### src/rtl/mem_arbiter_if.sv
// Purpose: CPU + debug/loader request bundle between requesters and mem_arbiter.
// Latency: n/a (wiring only); grants combinational, read data one cycle after grant.
// Backpressure: requester holds req until gnt; cpu_stall tells the CPU to freeze.
// Ports (per requester): req/we/addr/wdata in, gnt/rdata/rvalid out;
//   CPU also gets cpu_stall, debug drives dbg_lock, lock_active reports LOCK.
interface mem_arbiter_if #(
  parameter int ADDR_W = 4,
  parameter int DATA_W = 8
);
  logic              cpu_req;
  logic              cpu_we;
  logic [ADDR_W-1:0] cpu_addr;
  logic [DATA_W-1:0] cpu_wdata;
  logic              cpu_gnt;
  logic [DATA_W-1:0] cpu_rdata;
  logic              cpu_rvalid;
  logic              cpu_stall;

  logic              dbg_req;
  logic              dbg_we;
  logic [ADDR_W-1:0] dbg_addr;
  logic [DATA_W-1:0] dbg_wdata;
  logic              dbg_lock;
  logic              dbg_gnt;
  logic [DATA_W-1:0] dbg_rdata;
  logic              dbg_rvalid;

  logic              lock_active;

  // Requester side (CPU pipeline and debug loader).
  modport master (
    output cpu_req, cpu_we, cpu_addr, cpu_wdata,
    input  cpu_gnt, cpu_rdata, cpu_rvalid, cpu_stall,
    output dbg_req, dbg_we, dbg_addr, dbg_wdata, dbg_lock,
    input  dbg_gnt, dbg_rdata, dbg_rvalid,
    input  lock_active
  );

  // Arbiter side.
  modport slave (
    input  cpu_req, cpu_we, cpu_addr, cpu_wdata,
    output cpu_gnt, cpu_rdata, cpu_rvalid, cpu_stall,
    input  dbg_req, dbg_we, dbg_addr, dbg_wdata, dbg_lock,
    output dbg_gnt, dbg_rdata, dbg_rvalid,
    output lock_active
  );
endinterface

### src/rtl/mem_arbiter.sv
// Purpose: single-port RAM shared by CPU and debug port; CPU priority with anti-starvation, debug lock.
// Latency: grant combinational, write at the grant edge, read data/rvalid one cycle after grant.
// Backpressure: losing requester holds its request; CPU sees cpu_stall while denied or locked out.
// Ports: clk, reset (async active-low), bus (mem_arbiter_if.slave: both request ports,
//   grants, read data/valid, cpu_stall, dbg_lock, lock_active).
module mem_arbiter #(
  parameter int ADDR_W       = 4,
  parameter int DATA_W       = 8,
  parameter int STARVE_LIMIT = 4
) (
  input  logic          clk,
  input  logic          reset,
  mem_arbiter_if.slave  bus
);

  typedef enum logic {SHARED, LOCK} state_t;

  localparam logic [3:0] STARVE_MAX = 4'(STARVE_LIMIT);

  state_t            state;
  logic [3:0]        starve_cnt;
  logic              lock_q;
  logic              cpu_rvalid_q, dbg_rvalid_q;
  logic [DATA_W-1:0] cpu_rdata_q, dbg_rdata_q;

  logic              cpu_gnt_c, dbg_gnt_c, cpu_stall_c, lock_nxt;
  logic              acc_we;
  logic [ADDR_W-1:0] acc_addr;
  logic [DATA_W-1:0] acc_wdata;

  logic [DATA_W-1:0] mem [2**ADDR_W];

  // Grants are held off while reset is asserted so nothing touches the RAM.
  always_comb begin
    cpu_gnt_c   = 1'b0;
    dbg_gnt_c   = 1'b0;
    cpu_stall_c = 1'b0;
    if (reset) begin
      if (state == LOCK) begin
        dbg_gnt_c = bus.dbg_req;
      end else if (bus.cpu_req && bus.dbg_req) begin
        // CPU wins contention until debug has been denied STARVE_LIMIT times.
        if (starve_cnt == STARVE_MAX) dbg_gnt_c = 1'b1;
        else                          cpu_gnt_c = 1'b1;
      end else begin
        cpu_gnt_c = bus.cpu_req;
        dbg_gnt_c = bus.dbg_req;
      end
    end
    if (state == LOCK) cpu_stall_c = 1'b1;
    else               cpu_stall_c = bus.cpu_req & ~cpu_gnt_c;
  end

  always_comb begin
    lock_nxt = 1'b0;
    if (state == LOCK) lock_nxt = bus.dbg_lock;
    else               lock_nxt = dbg_gnt_c & bus.dbg_lock;
  end

  // Single access port: the granted requester drives it.
  always_comb begin
    acc_we    = cpu_gnt_c & bus.cpu_we;
    acc_addr  = bus.cpu_addr;
    acc_wdata = bus.cpu_wdata;
    if (dbg_gnt_c) begin
      acc_we    = bus.dbg_we;
      acc_addr  = bus.dbg_addr;
      acc_wdata = bus.dbg_wdata;
    end
  end

  // RAM has no reset: contents survive reset assertion.
  always_ff @(posedge clk) begin
    if (acc_we) mem[acc_addr] <= acc_wdata;
  end

  always_ff @(posedge clk or negedge reset) begin
    if (!reset) begin
      state        <= SHARED;
      starve_cnt   <= 4'd0;
      lock_q       <= 1'b0;
      cpu_rvalid_q <= 1'b0;
      dbg_rvalid_q <= 1'b0;
      cpu_rdata_q  <= '0;
      dbg_rdata_q  <= '0;
    end else begin
      state  <= lock_nxt ? LOCK : SHARED;
      lock_q <= lock_nxt;

      // Counts only debug denials caused by CPU contention.
      if (dbg_gnt_c || !bus.dbg_req) starve_cnt <= 4'd0;
      else if (cpu_gnt_c)            starve_cnt <= starve_cnt + 4'd1;

      cpu_rvalid_q <= cpu_gnt_c & ~bus.cpu_we;
      dbg_rvalid_q <= dbg_gnt_c & ~bus.dbg_we;
      if (cpu_gnt_c && !bus.cpu_we) cpu_rdata_q <= mem[acc_addr];
      if (dbg_gnt_c && !bus.dbg_we) dbg_rdata_q <= mem[acc_addr];
    end
  end

  assign bus.cpu_gnt     = cpu_gnt_c;
  assign bus.dbg_gnt     = dbg_gnt_c;
  assign bus.cpu_stall   = cpu_stall_c;
  assign bus.cpu_rvalid  = cpu_rvalid_q;
  assign bus.dbg_rvalid  = dbg_rvalid_q;
  assign bus.cpu_rdata   = cpu_rdata_q;
  assign bus.dbg_rdata   = dbg_rdata_q;
  assign bus.lock_active = lock_q;

endmodule

### src/flat_wrapper.sv
// flat-port wrapper written by rule: the top's interface ports become plain ports
module mem_arbiter_flat 
#(
  parameter int ADDR_W       = 4,
  parameter int DATA_W       = 8,
  parameter int STARVE_LIMIT = 4
)
  (clk, reset, bus_cpu_req, bus_cpu_we, bus_cpu_addr, bus_cpu_wdata, bus_cpu_gnt, bus_cpu_rdata, bus_cpu_rvalid, bus_cpu_stall, bus_dbg_req, bus_dbg_we, bus_dbg_addr, bus_dbg_wdata, bus_dbg_lock, bus_dbg_gnt, bus_dbg_rdata, bus_dbg_rvalid, bus_lock_active);
  mem_arbiter_if #(.ADDR_W(ADDR_W), .DATA_W(DATA_W)) bus_i ();
  input  logic clk;
  input  logic reset;
  input wire logic [$bits(bus_i.cpu_req)-1:0] bus_cpu_req;
  input wire logic [$bits(bus_i.cpu_we)-1:0] bus_cpu_we;
  input wire logic [$bits(bus_i.cpu_addr)-1:0] bus_cpu_addr;
  input wire logic [$bits(bus_i.cpu_wdata)-1:0] bus_cpu_wdata;
  output wire logic [$bits(bus_i.cpu_gnt)-1:0] bus_cpu_gnt;
  output wire logic [$bits(bus_i.cpu_rdata)-1:0] bus_cpu_rdata;
  output wire logic [$bits(bus_i.cpu_rvalid)-1:0] bus_cpu_rvalid;
  output wire logic [$bits(bus_i.cpu_stall)-1:0] bus_cpu_stall;
  input wire logic [$bits(bus_i.dbg_req)-1:0] bus_dbg_req;
  input wire logic [$bits(bus_i.dbg_we)-1:0] bus_dbg_we;
  input wire logic [$bits(bus_i.dbg_addr)-1:0] bus_dbg_addr;
  input wire logic [$bits(bus_i.dbg_wdata)-1:0] bus_dbg_wdata;
  input wire logic [$bits(bus_i.dbg_lock)-1:0] bus_dbg_lock;
  output wire logic [$bits(bus_i.dbg_gnt)-1:0] bus_dbg_gnt;
  output wire logic [$bits(bus_i.dbg_rdata)-1:0] bus_dbg_rdata;
  output wire logic [$bits(bus_i.dbg_rvalid)-1:0] bus_dbg_rvalid;
  output wire logic [$bits(bus_i.lock_active)-1:0] bus_lock_active;
  assign bus_i.cpu_req = bus_cpu_req;
  assign bus_i.cpu_we = bus_cpu_we;
  assign bus_i.cpu_addr = bus_cpu_addr;
  assign bus_i.cpu_wdata = bus_cpu_wdata;
  assign bus_cpu_gnt = bus_i.cpu_gnt;
  assign bus_cpu_rdata = bus_i.cpu_rdata;
  assign bus_cpu_rvalid = bus_i.cpu_rvalid;
  assign bus_cpu_stall = bus_i.cpu_stall;
  assign bus_i.dbg_req = bus_dbg_req;
  assign bus_i.dbg_we = bus_dbg_we;
  assign bus_i.dbg_addr = bus_dbg_addr;
  assign bus_i.dbg_wdata = bus_dbg_wdata;
  assign bus_i.dbg_lock = bus_dbg_lock;
  assign bus_dbg_gnt = bus_i.dbg_gnt;
  assign bus_dbg_rdata = bus_i.dbg_rdata;
  assign bus_dbg_rvalid = bus_i.dbg_rvalid;
  assign bus_lock_active = bus_i.lock_active;
  mem_arbiter #(.ADDR_W(ADDR_W), .DATA_W(DATA_W), .STARVE_LIMIT(STARVE_LIMIT)) u_core (.clk(clk), .reset(reset), .bus(bus_i));
endmodule
### config.mk
export PLATFORM = sky130hd
export DESIGN_NAME = mem_arbiter_flat
export DESIGN_NICKNAME = d
export VERILOG_FILES = /design/src/rtl/mem_arbiter_if.sv /design/src/rtl/mem_arbiter.sv /design/src/flat_wrapper.sv
export SDC_FILE = /design/constraint.sdc
export NUM_CORES = 1
export LEC_CHECK = 0
export ABC_AREA = 1
export ABC_CLOCK_PERIOD_IN_PS = 7500
export CORE_MARGIN = 3
export CORE_UTILIZATION = 50
export CTS_BUF_LIST = sky130_fd_sc_hd__clkbuf_4
export DETAILED_ROUTE_END_ITERATION = 12
export GPL_TIMING_DRIVEN = 0
export PLACE_DENSITY = 0.71
export SLEW_MARGIN = 20
export SYNTH_ARGS = -nofsm -noshare
export SYNTH_HDL_FRONTEND = slang
export SYNTH_SLANG_ARGS = --single-unit
### constraint.sdc
create_clock -name clk -period 7.5 [get_ports clk]
set_clock_uncertainty 0.1 [all_clocks]
set_input_delay 2.25 -clock clk [delete_from_list [all_inputs] [get_ports clk]]
set_output_delay 2.25 -clock clk [all_outputs]
set_load 0.005 [all_outputs]
# Yosys cells after proc, flatten, opt, wreduce, memory -nomap -nowiden

Memories as Yosys holds them, arrays and structs flattened.
Cells that the tools add are included.

Bits in registers: 24
Bits in writable memories: 128
Bits of input ports: 31
Output and inout port bits: 22
Memories: 1

Memories:

| memory     | words | width | read ports | clocked after memory_dff | wr ports | line              | RTL |
|---|---|---|---|---|---|---|---|
| u_core.mem | 16    | 8     | 1          | 0                        | 1        | mem_arbiter.sv:31 | `logic [DATA_W-1:0] mem [2**ADDR_W];` |

Add/subtract/negate cells: 1
Equality and inequality tests: 1
Muxes and demuxes: 18
Bitwise gates (word level): 8
Reduce and logical (&&, ||, !) cells: 8

Operators by type and width:

| operator              | count |
|---|---|
| $mux W1               | 14 |
| $mux W4               | 3 |
| $mux W8               | 1 |
| $and A1 B1 Y1         | 5 |
| $add A4 B1 Y4 const B | 1 |
| $eq A4 B3 Y1 const B  | 1 |
| $logic_and A1 B1 Y1   | 3 |
| $logic_not A1 Y1      | 3 |
| $not A1 Y1            | 3 |
| $reduce_bool A2 Y1    | 1 |
| $logic_or A1 B1 Y1    | 1 |

# Depth between registers and ports, before layout

Gate-level depths: netlist (run 1).

Word-level depth: 9
Depth in mapped cells: 17
Mapped depth without buffers: 15

# Least setup slack after synthesis (run 1)

OpenSTA, ideal clock, no wires.

Kind: input to output
Start point: in bus_cpu_req
End point: out bus_cpu_stall
Arrival: 2.797 ns
Data required time: 5.150 ns
Path slack: 2.353 ns
Cell stages on the path: 5
Buffers on the path: 0
Cells stage by stage: inv_1 > nor2_1 > nand2_1 > inv_1 > o21ai_0

Longest elaborated chain between the ends: 7

RTL lines:

| what                  | line               | RTL |
|---|---|---|
| start: declaration    | flat_wrapper.sv:12 | `input wire logic [$bits(bus_i.cpu_req)-1:0] bus_cpu_req;` |
| $logic_and A1 B1 Y1   | mem_arbiter.sv:41  | `end else if (bus.cpu_req && bus.dbg_req) begin` |
| $mux W1 (*)           | mem_arbiter.sv:41  |  |
| $mux W1 (*)           | mem_arbiter.sv:39  | `if (state == LOCK) begin` |
| $mux W1 (*)           | mem_arbiter.sv:38  | `if (reset) begin` |
| named net bus_cpu_gnt | flat_wrapper.sv:16 | `output wire logic [$bits(bus_i.cpu_gnt)-1:0] bus_cpu_gnt;` |
| $not A1 Y1 (*)        | mem_arbiter.sv:51  | `else cpu_stall_c = bus.cpu_req & ~cpu_gnt_c;` |
| $and A1 B1 Y1 (*)     | mem_arbiter.sv:51  |  |
| $mux W1 (*)           | mem_arbiter.sv:50  | `if (state == LOCK) cpu_stall_c = 1'b1;` |
| end: declaration      | flat_wrapper.sv:19 | `output wire logic [$bits(bus_i.cpu_stall)-1:0] bus_cpu_stall;` |

Mark *: on every way through the listed nets, which the timed path passes. The rest lies on a longest branch.

# Final worst setup path (run 1)

Start point: in bus_dbg_req
End point: out bus_cpu_stall

Longest elaborated chain between the ends: 7

RTL lines:

| what                | line               | RTL |
|---|---|---|
| start: declaration  | flat_wrapper.sv:20 | `input wire logic [$bits(bus_i.dbg_req)-1:0] bus_dbg_req;` |
| $logic_and A1 B1 Y1 | mem_arbiter.sv:41  |  |
| $mux W1             | mem_arbiter.sv:41  |  |
| $mux W1             | mem_arbiter.sv:39  |  |
| $mux W1             | mem_arbiter.sv:38  |  |
| $not A1 Y1          | mem_arbiter.sv:51  |  |
| $and A1 B1 Y1       | mem_arbiter.sv:51  |  |
| $mux W1             | mem_arbiter.sv:50  |  |

No other way between the ends.

==> results of run 1 <==
power groups by stage:
stage	combinational, mW	sequential [mW]	clock (mW)
5_1_grt	0.290	0.967	0.482
3_3_place_gp	0.253	0.982	0
4_1_cts	0.262	0.964	0.449
2_1_floorplan	0.138	0.981	0
6_report	0.261	0.964	0.442
3_5_place_dp	0.261	0.983	0
cell families (layout without fill, tap and decap cells):
kind of cell / count (synthesis) / after routing / synth area share [%]
and+or+nand+nor: 444 / 444 / 27.3
DFF: 151 / 151 / 65.6
buffers and inverters: 51 / 135 / 4.22
AOI/OAI and AO/OA: 28 / 28 / 2.45
adders and majority gates: 2 / 2 / 0.372
other: 0 / 1 / 0
through the flow:
stage	util (%)	instance area, µm²	hold slack, ps
after global routing	60.0	7720	411
after CTS	60.0	7720	397
after detailed placement	58.1	7490	371
final	60.0	7720	399
after global placement	58.0	7470	363
after floorplan	-	6730	372
worst max-delay path, cell delays in order:
cell and delay [ps]:
clkdlybuf4s50_1 510, nand4_1 100, nand2_1 160, inv_1 130, o21ai_0 150, clkdlybuf4s50_1 520
flip-flops by register name (all words and copies together) (netlist names):
signal,flops
u_core.starve_cnt,4
u_core.bus.dbg_rdata,8
u_core.bus.cpu_rvalid,1
u_core.bus.dbg_rvalid,1
u_core.bus.lock_active,1
u_core.mem,128
u_core.bus.cpu_rdata,8
layer usage:
layer,share of wire [%],vias to the layer above
li1,-,2385
met1,43,2347
met2,47,201
met3,6.9,37
met4,3.2,0
met5,0,-
Yosys cell counts:
master    number  share of area (%)
o21ai_0        4               0.30
nor2_1        17               0.95
nor2_2         2               0.19
ha_1           2               0.37
nand3_2        1               0.15
o21ai_1       16                1.2
nor4_1         2               0.19
buf_1          1              0.056
a21oi_1        5               0.37
inv_2          6               0.33
inv_4          1              0.093
inv_6          1               0.13
clkbuf_1       7               0.39
buf_2          5               0.37
inv_1         16               0.89
o21ai_4        2               0.48
a21boi_0       1               0.11
nand2_1      338                 19
buf_4          7               0.78
nand4_1        2               0.19
buf_6          7                1.2
nand2_4        4               0.67
nand3_1       71                5.3
nand2_2        4               0.37
nor2_4         3               0.50
dfrtp_1       23                8.5
edfxtp_1     128                 57
cell usage in the layout, fill, tap and decap left out, drive strengths merged:
cell	netlist	final
nand2	346	346
edfxtp	128	128
nand3	72	72
clkdlybuf4s50	0	51
clkbuf	7	28
inv	24	25
dfrtp	23	23
nor2	22	22
o21ai	22	22
buf	20	22
clkinv	0	7
a21oi	5	5
nand4	2	2
nor4	2	2
ha	2	2
diode	0	1
a21boi	1	1
bufinv	0	1
clkinvlp	0	1
final cells by class:
class	count	area share, %
diodes	1	0.0324
plain buffers	27	2.41
clock buffers	21	2.04
clock inverters	10	1.04
inverters	24	1.26
multi-input cells	474	26.4
flip-flops and latches	151	57.2
well taps	172	2.79
repair buffers	53	6.74
how the worst min path moves through the flow:
stage	from	slack [ps]	end	cells after the start
after floorplan	u_core.bus.cpu_rdata[0]$_DFFE_PN0P_	370	u_core.bus.cpu_rdata[0]$_DFFE_PN0P_	2
after global placement	u_core.bus.dbg_rdata[7]$_DFFE_PN0P_	360	u_core.bus.dbg_rdata[7]$_DFFE_PN0P_	2
after detailed placement	u_core.bus.cpu_rdata[4]$_DFFE_PN0P_	370	u_core.bus.cpu_rdata[4]$_DFFE_PN0P_	2
after CTS	u_core.bus.cpu_rdata[4]$_DFFE_PN0P_	400	u_core.bus.cpu_rdata[4]$_DFFE_PN0P_	2
after global routing	u_core.bus.cpu_rdata[4]$_DFFE_PN0P_	410	u_core.bus.cpu_rdata[4]$_DFFE_PN0P_	2
final	u_core.bus.dbg_rdata[6]$_DFFE_PN0P_	400	u_core.bus.dbg_rdata[6]$_DFFE_PN0P_	2
==> summary.md, run 1 <==
| Metric | Value |
|---|---|
| Result of the run | `completed` |
| Avg Cell Area, Syn | `9.96 µm²` |
| Width of the die | `122 µm` |
| Net Sw Power | `0.441 mW` |
| Die outline area | `14900 µm²` |
| Fraction of the cycle the final worst path needs | `82.3%` |
| Post-synthesis instance total | `676` |
| TritonCTS sink count | `151` |
| Crit path to | `bus_cpu_stall` |
| Reg clk slew, reported paths | `110 ps` |
| CTS root buf | `clkbuf_4` |
| Crit Path Max Fanout | `6` |
| Worst-case register-to-register setup slack | `4340 ps` |
| Post-layout minimum cycle time | `6180 ps` |
| First-pass DRT Iterations | `5` |
| Gr busiest metal | `met2` |
| Maximum count of clock buffers along a single path | `2` |
| Sequential power share | `57.8%` |
| FF-to-FF path depth | `10` |
| DRC violation count after routing | `0` |
| Sort of element at the start of the critical path | `input pin` |
| Number of inserted filler cells in the final layout | `1075` |
| # nets final | `781` |
| PnR worst setup slack | `1320 ps` |
| Synth unique cells | `27` |
| Cell Count, Final, Fillers Out | `933` |
| Max rail drop VDD | `0.000116 V` |
| Number of antenna violations at the first check in global routing | `1` |
| Hold Path Class | `reg2reg` |
| Highest Clock Rate | `162 MHz` |
| Ratio of cells with drive above 1 in the final layout | `9.74%` |
| Met2 track demand over resource in global routing | `35.6%` |
| Sequential cell area | `4420 µm²` |
| Port bufs | `52` |
| Pre-CTS worst setup slack | `556 ps` |
| Signal arrival time at the worst endpoint | `3830 ps` |
| Pin count of the biggest net entering global routing | `26` |
| Worst setup path startpoint | `bus_dbg_req` |
| TritonCTS clock tree | `yes` |
| Final routed wirelength across all metal layers | `15600 µm` |
| Slew HR | `42.7%` |
| Flip-flop and latch count after synthesis | `151` |
| CTS hold repair buffers | `0` |
| I/O pin count | `53` |
| Grt ovf | `0` |
| Placer congestion estimate | `0.968` |
| Met3 capacity usage during global routing | `4.50%` |
| Share of total power in the clock network | `26.5%` |
| Cell area power density | `216 nW/µm²` |
| Count of buffers added by post-CTS timing repair for setup | `0` |
| Global-route wire length before repair | `24600 µm` |
| Netlist area before placement | `6730 µm²` |
| Remaining number of nets flagged by the antenna check after routing | `0` |
| WP data required | `5150 ps` |
| Hold Violations, Final | `0` |
| PnR Total Power | `1.67 mW` |
| Post-synth net total | `709` |
| Type of the worst setup path | `in2out` |
| Max cap viols | `0` |
| Average wire length per cell after detail routing | `16.7 µm` |
| TritonCTS buffer count | `17` |
| Count of final setup violators | `0` |
| Avg Vias per Cell | `5.33` |
| Yosys warnings | `0` |
| Number of design-rule violations left by the first detailed-router iteration | `389` |
| Half-perimeter wire length of the detailed placement result | `10800 µm` |
| Vias in the first global route | `4773` |
| Total area of multi-input combinational cells | `2040 µm²` |
| Synthesis-to-finish area growth | `14.7%` |
| Vias after detailed routing | `4970` |
| Vertical extent of the die | `122 µm` |
| Worst r2r dst | `u_core.mem[6][2]$_DFFE_PP_` |
| Proportion of synthesized chip area in sequential cells | `65.6%` |
| GR Util All Layers | `22.3%` |
| Slew at the pin with the worst max-slew slack | `856 ps` |
| Clock latency at the later pin of the worst-skew pair | `560 ps` |
| Fraction of met1 tracks used by global routing | `29.7%` |
| RR Startpoint | `u_core.starve_cnt[0]$_DFFE_PN0P_` |
| Core Area | `12900 µm²` |
| Summed negative setup slack over all endpoints | `0 ps` |
| Static power due to leakage | `3.29 nW` |
| Final count of pins violating max slew | `0` |
| Logic pwr share | `15.7%` |
| Number of resized instances in the post-cts repair step | `0` |
| H-tree Lvls | `4` |
| Cell internal power dissipation | `1.23 mW` |
| Share of total power consumed by net switching | `26.4%` |
| Crit. End Element | `primary output` |
| Initial core utilization | `52.3%` |
| Instance count after placement with tap cells included | `901` |
| Unrepaired setup endpoints after global routing | `no` |
| Row count | `41` |
Power figures use the tool's default switching activity.
==> inputs of run 2 (changes only) <==
ABC_CLOCK_PERIOD_IN_PS = 5400   (was 7500)
PLACE_DENSITY = 0.74   (was 0.71)
clock period = 5.4 ns   (was 7.5 ns; I/O delays follow)
==> run 2 against run 1 <==
  * Clock-buffer cell count shrank 4
  * Die area is the same
  * Worst setup slack lost 890 ps
  * Critical path depth unchanged
  * Sequential power up 39%
  * Worst hold slack improved by 1.2 ps
  * Final area increased by 0.53%
  * Via count rose by 0.14%
  * Global-route usage grew 0.16 points
  * Non-clock buffer count unchanged
  * Utilization grew 0.32 points
  * Critical endpoint unchanged
  * Largest power group unchanged
==> summary.md, run 2 (synthesized netlist as in run 1, its figures left out) <==
| Metric | Value |
|---|---|
| PnR Total Power | `2.40 mW` |
| Port bufs | `52` |
| Grt ovf | `0` |
| CTS hold repair buffers | `0` |
| Final count of pins violating max slew | `0` |
| Fraction of the cycle the final worst path needs | `92.0%` |
| Vias after detailed routing | `4977` |
| Avg Vias per Cell | `5.33` |
| Static power due to leakage | `3.31 nW` |
| DRC violation count after routing | `0` |
| Width of the die | `122 µm` |
| Share of total power consumed by net switching | `28.7%` |
| TritonCTS clock tree | `yes` |
| Max cap viols | `0` |
| Max rail drop VDD | `0.000120 V` |
| Slew at the pin with the worst max-slew slack | `919 ps` |
| Count of final setup violators | `0` |
| Final-layout worst hold slack | `400 ps` |
| I/O pin count | `53` |
| Cell internal power dissipation | `1.71 mW` |
| Sort of element at the start of the critical path | `input pin` |
| Top library cells by usage in the layout, fill and taps aside | `338 x nand2_1, 128 x edfxtp_1, 71 x nand3_1` |
| Flip-flop count of the largest register, all copies and words added | `128` |
| GR Util All Layers | `22.4%` |
| Slew HR | `38.2%` |
| Crit. End Element | `primary output` |
| Clock latency at the later pin of the worst-skew pair | `560 ps` |
| Sequential power share | `55.7%` |
| Signal arrival time at the worst endpoint | `3250 ps` |
| CTS root buf | `clkbuf_4` |
| Logic pwr share | `15.1%` |
| Vertical extent of the die | `122 µm` |
| PnR worst setup slack | `433 ps` |
| Number of design-rule violations left by the first detailed-router iteration | `536` |
| Net Sw Power | `0.689 mW` |
| Pin count of the biggest net entering global routing | `26` |
| Die outline area | `14900 µm²` |
| Half-perimeter wire length of the detailed placement result | `10800 µm` |
| Register with the most flip-flops | `u_core.mem` |
| Pre-CTS worst setup slack | `-263 ps` |
| H-tree Lvls | `4` |
| Reg clk slew, reported paths | `140 ps` |
| First-pass DRT Iterations | `5` |
| Row count | `41` |
| Most common cell after layout, fill and taps aside | `nand2_1` |
| Highest Clock Rate | `201 MHz` |
| TritonCTS sink count | `151` |
| Unrepaired setup endpoints after global routing | `no` |
| Post-layout minimum cycle time | `4970 ps` |
| Global-route wire length before repair | `25100 µm` |
| Ratio of cells with drive above 1 in the final layout | `10.4%` |
| Utilization of the core after routing | `60.3%` |
| Synthesis-to-finish area growth | `15.3%` |
| Hold Violations, Final | `0` |
| Vias in the first global route | `4927` |
| Cell area power density | `310 nW/µm²` |
| Remaining number of nets flagged by the antenna check after routing | `0` |
| Number of antenna diodes | `0` |
| Core Area | `12900 µm²` |
| Crit Path Max Fanout | `6` |
| Final routed wirelength across all metal layers | `15800 µm` |
| Average wire length per cell after detail routing | `16.9 µm` |
| Share of total power in the clock network | `29.2%` |
| # nets final | `781` |
| Hold Path Class | `reg2reg` |
| Initial core utilization | `52.3%` |
| Type of the worst setup path | `in2out` |
| WP data required | `3680 ps` |
| Placer congestion estimate | `0.972` |
| Result of the run | `completed` |
| Maximum count of clock buffers along a single path | `2` |
| TritonCTS buffer count | `17` |
| Number of antenna violations at the first check in global routing | `0` |
run 2: cell types whose count changed in the layout (fill, tap and decap cells not counted), sizes merged:
cell	delta
diode	-1
clkinv	-5
inv	+10
clkbuf	-3
buf	-1
run 2: stage by stage:
step                cells  area [µm²]  setup TNS [ps]
floorplan             676        6730               0
global placement      900        7470           -5970
detailed placement    901        7490           -1080
CTS                   933        7770               0
global route          933        7760               0
finish                933        7760               0
run 2: cell type report:
class,instances,area [µm²]
Tap cell,172,215
Timing Repair Buffer,53,520
Inverter,24,97.6
Fill cell,1039,5110
Multi-Input combinational cell,474,2040
Clock buffer,17,128
Clock inverter,15,154
Buffer,27,186
Sequential cell,151,4420
run 2: power groups by stage:
stage                     combinational, mW  clock [mW]  sequential [mW]
after floorplan                       0.191           0             1.36
after global placement                0.352           0             1.36
after detailed placement              0.360           0             1.36
after CTS                             0.362       0.712             1.34
after global routing                  0.405       0.759             1.34
final                                 0.362       0.702             1.34
run 2: worst max-delay path: stages:
cell and delay, ps:
clkdlybuf4s50_1 520, nand4_1 100, nand2_1 170, inv_1 140, o21ai_0 170, clkdlybuf4s50_1 520
run 2: worst paths after layout:
path                                                     startpoint                                  end  slack (ps)  cells after the start
worst max-delay path                                    bus_dbg_req                        bus_cpu_stall         430                      6
worst min-delay path            u_core.bus.dbg_rdata[3]$_DFFE_PN0P_  u_core.bus.dbg_rdata[3]$_DFFE_PN0P_         400                      2
worst max register to register     u_core.starve_cnt[0]$_DFFE_PN0P_          u_core.mem[13][0]$_DFFE_PP_        2210                     10
worst min register to register  u_core.bus.dbg_rdata[3]$_DFFE_PN0P_  u_core.bus.dbg_rdata[3]$_DFFE_PN0P_         400                      2
max in group asynchronous                                     reset  u_core.bus.dbg_rdata[6]$_DFFE_PN0P_        3900                      1
min in group asynchronous                                     reset  u_core.bus.cpu_rdata[4]$_DFFE_PN0P_         920                      1
run 2: routing by layer:
metal	track usage, %	routed length [µm]	up-vias	part of all wire, %
met5	0	0	-	0
met4	10.8	608	0	3.9
met3	4.60	1240	43	7.9
met2	36.8	7580	215	48
met1	28.7	6330	2327	40
li1	-	-	2392	-
run 2: repair_timing:
item                                    in CTS  in global routing
setup buffers                                0                  0
endpoints found under the setup margin       3                  3
resized for setup                            1                  2
==> inputs of run 3 (changes only) <==
HOLD_SLACK_MARGIN = 0.1   (was unset)
==> results of run 3 <==
No change in the layout: final DEF, timing and power equal those of run 2.
